===== config.mk =====
export PLATFORM = sky130hd
export DESIGN_NAME = full_subtractor
export DESIGN_NICKNAME = d
export VERILOG_FILES = /design/src/rtl/full_subtractor.sv
export SDC_FILE = /design/constraint.sdc
export NUM_CORES = 1
export LEC_CHECK = 0
export CAP_MARGIN = 20
export CORE_AREA = 5 5 42 44
export CTS_BUF_LIST = sky130_fd_sc_hd__clkbuf_4 sky130_fd_sc_hd__clkbuf_8
export DETAILED_ROUTE_END_ITERATION = 12
export DIE_AREA = 0 0 47 49
export HOLD_SLACK_MARGIN = 0.06
export PLACE_DENSITY = 0.36
export SETUP_SLACK_MARGIN = 0.3
export SLEW_MARGIN = 5
export SYNTH_ARGS = -nofsm -noshare
export SYNTH_HDL_FRONTEND = slang
export SYNTH_SLANG_ARGS = --single-unit

===== constraint.sdc =====
create_clock -name clk -period 2.5 [get_ports clk]
set_input_delay 0.5 -clock clk [delete_from_list [all_inputs] [get_ports clk]]
set_output_delay 0.5 -clock clk [all_outputs]
set_load 0.05 [all_outputs]

===== src/rtl/full_subtractor.sv =====
// Registered ripple-borrow subtractor: {B,D} = X - Y - Z, one pipeline stage.
// The borrow chain is an explicit generate loop of 1-bit full-subtractor cells.
module full_subtractor #(
  parameter int WIDTH = 1
) (
  input  logic             clk,
  input  logic             rst,
  input  logic             in_valid,
  input  logic [WIDTH-1:0] X,
  input  logic [WIDTH-1:0] Y,
  input  logic             Z,
  output logic             out_valid,
  output logic [WIDTH-1:0] D,
  output logic             B
);

  logic [WIDTH:0]   borrow_s;
  logic [WIDTH-1:0] diff_s;

  logic [WIDTH-1:0] d_d, d_q;
  logic             b_d, b_q;
  logic             valid_d, valid_q;

  assign borrow_s[0] = Z;

  genvar i;
  generate
    for (i = 0; i < WIDTH; i = i + 1) begin : g_cell
      assign diff_s[i]       = X[i] ^ Y[i] ^ borrow_s[i];
      assign borrow_s[i+1]   = (~X[i] & Y[i]) | (~X[i] & borrow_s[i]) | (Y[i] & borrow_s[i]);
    end
  endgenerate

  // Capture a new result only on valid input; otherwise hold, so unqualified operands never reach D/B.
  always_comb begin
    d_d     = d_q;
    b_d     = b_q;
    valid_d = in_valid;
    if (in_valid) begin
      d_d = diff_s;
      b_d = borrow_s[WIDTH];
    end else begin
      d_d = d_q;
      b_d = b_q;
    end
  end

  // Result and valid registers with synchronous reset.
  always_ff @(posedge clk) begin
    if (rst) begin
      d_q     <= {WIDTH{1'b0}};
      b_q     <= 1'b0;
      valid_q <= 1'b0;
    end else begin
      d_q     <= d_d;
      b_q     <= b_d;
      valid_q <= valid_d;
    end
  end

  assign D         = d_q;
  assign B         = b_q;
  assign out_valid = valid_q;

endmodule


==> impl_metrics.xml <==
<?xml version="1.0" encoding="UTF-8"?>
<metrics>
  <group name="sta">
    <metric name="final-max-slew-violation-count" unit="">0</metric>
    <metric name="layout_min_cycle_time" unit="ps">1860</metric>
    <metric name="timing.final.setup_violations" unit="">0</metric>
    <metric name="report.final.hold_viol_count" unit="">0</metric>
    <metric name="hold_ws" unit="ps">489</metric>
    <metric name="fin_tns_setup" unit="ps">0</metric>
    <metric name="worst_slew_margin_rel" unit="">0.670</metric>
    <metric name="max_clock_freq" unit="GHz">0.537</metric>
    <metric name="rsz_0062_raised_after_global_routing" unit="">false</metric>
    <metric name="finalClockSkew" unit="ps">0</metric>
    <metric name="post-route-period-util" unit="">0.744</metric>
    <metric name="tightest_pin_transition" unit="ps">493</metric>
  </group>
  <group name="synth">
    <metric name="yosys_most_used_dff" unit="">sky130_fd_sc_hd__dfxtp_1</metric>
    <metric name="yosys-top-cells-count" unit="">sky130_fd_sc_hd__dfxtp_1, sky130_fd_sc_hd__nor2_1</metric>
    <metric name="synthesis_stage_register_bit_count" unit="">3</metric>
    <metric name="post_synthesis_cell_area" unit="µm²">115</metric>
    <metric name="post-synth-top-count-cell" unit="">sky130_fd_sc_hd__dfxtp_1</metric>
    <metric name="synthesis.area_per_instance" unit="µm²">11.5</metric>
    <metric name="synth_largest_type_area_fraction" unit="">0.522</metric>
    <metric name="synthesized_instance_count" unit="">10</metric>
    <metric name="number_of_flops_mapped_to_enable_cells_by_yosys" unit="">0</metric>
    <metric name="share_of_synthesized_flip_flops_with_an_asynchronous_set_or_reset" unit="">0</metric>
    <metric name="ys_types" unit="">7</metric>
    <metric name="synth_seq_area_share" unit="">0.522</metric>
    <metric name="synth.top_cells.by_area" unit="">sky130_fd_sc_hd__dfxtp_1, sky130_fd_sc_hd__fa_1, sky130_fd_sc_hd__mux2i_1, sky130_fd_sc_hd__a211oi_1, sky130_fd_sc_hd__nor2_1</metric>
    <metric name="library_cell_occupying_the_most_area_in_the_post_synthesis_netlist" unit="">sky130_fd_sc_hd__dfxtp_1</metric>
    <metric name="synthesis.nets" unit="">17</metric>
    <metric name="ys.warnings.count" unit="">0</metric>
  </group>
  <group name="setup_path">
    <metric name="worst-path-stages" unit="">1</metric>
    <metric name="r2r_end" unit="">D$_SDFFE_PP0P_</metric>
    <metric name="critical_path_arrival" unit="ps">1360</metric>
    <metric name="path_delay_family" unit="">buffers and inverters</metric>
    <metric name="crit_type" unit="">flop to primary output</metric>
    <metric name="cp-endpoint" unit="">B</metric>
    <metric name="critical_path_buffer_and_inverter_count" unit="">1</metric>
    <metric name="timing.rr.start" unit="">D$_SDFFE_PP0P_</metric>
    <metric name="path_max_fanout" unit="">2</metric>
    <metric name="critical_path.cell_chain" unit="">clkdlybuf4s50_1</metric>
    <metric name="cp_slowest_stage_delay" unit="ps">800</metric>
    <metric name="worstRegToRegCells" unit="">2</metric>
    <metric name="setup.worst_path.start" unit="">B$_SDFFE_PP0P_</metric>
    <metric name="timing.critical_path.required" unit="ps">2000</metric>
    <metric name="reg2reg_setup_slack" unit="ps">1870</metric>
    <metric name="worst_path_max_delay_cell" unit="">sky130_fd_sc_hd__clkdlybuf4s50_1</metric>
    <metric name="crit_path_start_kind" unit="">flop</metric>
    <metric name="timing.critical_path.to_type" unit="">primary output</metric>
  </group>
  <group name="min_path">
    <metric name="worstHoldPathType" unit="">flop to flop</metric>
    <metric name="hold_depth" unit="">2</metric>
  </group>
  <group name="final_layout">
    <metric name="layoutNonFillerInstCount" unit="">38</metric>
    <metric name="fill_cells" unit="">170</metric>
    <metric name="antennaDiodeCount" unit="">0</metric>
    <metric name="area_growth_syn_to_layout" unit="%">113</metric>
    <metric name="num-nets-final" unit="">30</metric>
    <metric name="seqCellArea" unit="µm²">60.1</metric>
    <metric name="multiInputGateArea" unit="µm²">51.3</metric>
    <metric name="drive_gt1_frac" unit="">0.182</metric>
  </group>
  <group name="pwr">
    <metric name="cellPowerDensity" unit="nW/µm²">743</metric>
    <metric name="ir_drop" unit="mV">0.0807</metric>
    <metric name="power.static_leakage" unit="nW">0.0992</metric>
    <metric name="power" unit="mW">0.182</metric>
  </group>
  <group name="floorplanning">
    <metric name="die_h" unit="µm">49</metric>
    <metric name="fp-row-count" unit="">14</metric>
    <metric name="chipWidth" unit="µm">47</metric>
    <metric name="io_pins" unit="">9</metric>
    <metric name="core-area" unit="µm²">1400</metric>
    <metric name="start_util" unit="">0.0821</metric>
    <metric name="fp.dieArea" unit="µm²">2300</metric>
  </group>
  <group name="global_route">
    <metric name="grt.total_usage" unit="">0.0430</metric>
    <metric name="grt_max_degree" unit="">5</metric>
    <metric name="antenna_found_initial" unit="">0</metric>
    <metric name="grt_first_pass_wirelength" unit="µm">586</metric>
    <metric name="grt_pass1_vias" unit="">151</metric>
    <metric name="grt.overflow.total" unit="">0</metric>
  </group>
  <group name="clock_network">
    <metric name="clk_pin_slew" unit="ps">40</metric>
    <metric name="cts_num_sinks" unit="">3</metric>
    <metric name="cts_repair_resize_count" unit="">0</metric>
    <metric name="htree_num_levels" unit="">1</metric>
    <metric name="clk_latency" unit="ps">230</metric>
    <metric name="longest_clk_path_bufs" unit="">2</metric>
    <metric name="postCtsHoldBufs" unit="">0</metric>
    <metric name="number_of_buffers_inserted_by_post_cts_setup_repair" unit="">0</metric>
    <metric name="clk_root_buffer_cell" unit="">sky130_fd_sc_hd__clkbuf_4</metric>
    <metric name="cts_inserted_buffers" unit="">3</metric>
    <metric name="cts_tree" unit="">done</metric>
  </group>
  <group name="outcome">
    <metric name="result_of_the_run" unit="">finished, final reports clean</metric>
  </group>
  <group name="route">
    <metric name="route.vias.total" unit="">112</metric>
    <metric name="totalWireLength" unit="µm">300</metric>
    <metric name="drt-wirelength-per-cell" unit="µm">7.89</metric>
    <metric name="ant_nets" unit="">0</metric>
    <metric name="initial_drc_count" unit="">1</metric>
    <metric name="drt_drc_violations_left" unit="">0</metric>
    <metric name="vias_per_cell" unit="">2.95</metric>
    <metric name="drt_first_pass_iters" unit="">2</metric>
  </group>
  <group name="run">
    <metric name="drv_cap" unit="">0</metric>
  </group>
  <group name="placement">
    <metric name="port-buffer-count" unit="">8</metric>
    <metric name="globalplace.congestion" unit="">0.716</metric>
    <metric name="number_of_cells_in_the_design_after_placement" unit="">34</metric>
  </group>
</metrics>
==> stage by stage <==
stage | cell area (µm²) | utilization | setup slack (ps)
floorplan | 115 | - | 1220
global placement | 215 | 0.154 | 726
detailed placement | 215 | 0.154 | 712
CTS | 245 | 0.175 | 626
global route | 245 | 0.175 | 593
finish | 245 | 0.175 | 639
==> worst reg2reg max path, cell delays in order, from the launching register on <==
cell	delay, ps
sky130_fd_sc_hd__dfxtp_1	320
sky130_fd_sc_hd__nor2_1	40
sky130_fd_sc_hd__a211oi_1	180
==> cells in the final DEF, fill, tap and decap left out <==
cell and instances:
sky130_fd_sc_hd__mux2i_1 1, sky130_fd_sc_hd__inv_1 1, sky130_fd_sc_hd__fa_1 1, sky130_fd_sc_hd__clkdlybuf4s50_1 8
sky130_fd_sc_hd__clkbuf_4 4, sky130_fd_sc_hd__nor2_1 2, sky130_fd_sc_hd__dfxtp_1 3, sky130_fd_sc_hd__a211oi_1 1
sky130_fd_sc_hd__nor2b_1 1
==> registers in the layout, summed over array words and instances (netlist names) <==
signal and flops:
B 1, D 1, out_valid 1
==> metal layers <==
layer / vias up / wire, µm / track usage / part of all wire
li1: 56 / - / - / -
met1: 47 / 124 / 0.0442 / 0.41
met5: - / 0 / 0 / 0
met2: 9 / 97 / 0.0362 / 0.32
met4: 0 / 0 / 0.0553 / 0
met3: 0 / 77 / 0.0480 / 0.26
==> final cells by class <==
class                           instances  area share
Timing Repair Buffer                    8       0.327
Sequential cell                         3       0.245
Multi-Input combinational cell          6       0.209
Clock buffer                            4       0.122
Tap cell                               16      0.0816
Inverter                                1      0.0153
==> where the power goes <==
part | switching, mW | internal, mW | leakage, nW
Combinational | 0.0186 | 0.0161 | 0.0559
Clock | 0.0239 | 0.0705 | 0.0184
Sequential | 0.00155 | 0.0516 | 0.0249
Total | 0.0440 | 0.138 | 0.0992
==> how the worst min path moves through the flow <==
stage	to	from
floorplan	out_valid$_SDFF_PP0_	rst
global placement	D$_SDFFE_PP0P_	D$_SDFFE_PP0P_
detailed placement	D$_SDFFE_PP0P_	D$_SDFFE_PP0P_
CTS	D$_SDFFE_PP0P_	D$_SDFFE_PP0P_
global route	D$_SDFFE_PP0P_	D$_SDFFE_PP0P_
finish	D$_SDFFE_PP0P_	D$_SDFFE_PP0P_
==> cell families after synthesis <==
group / synth area share
flip-flops: 0.522
AND/OR/NAND/NOR: 0.120
adder cells (fa/ha/maj): 0.174
multiplexers: 0.0870
AO/OA/AOI/OAI: 0.0652
buffers and inverters: 0.0326
(Power assumes the default switching activity.)
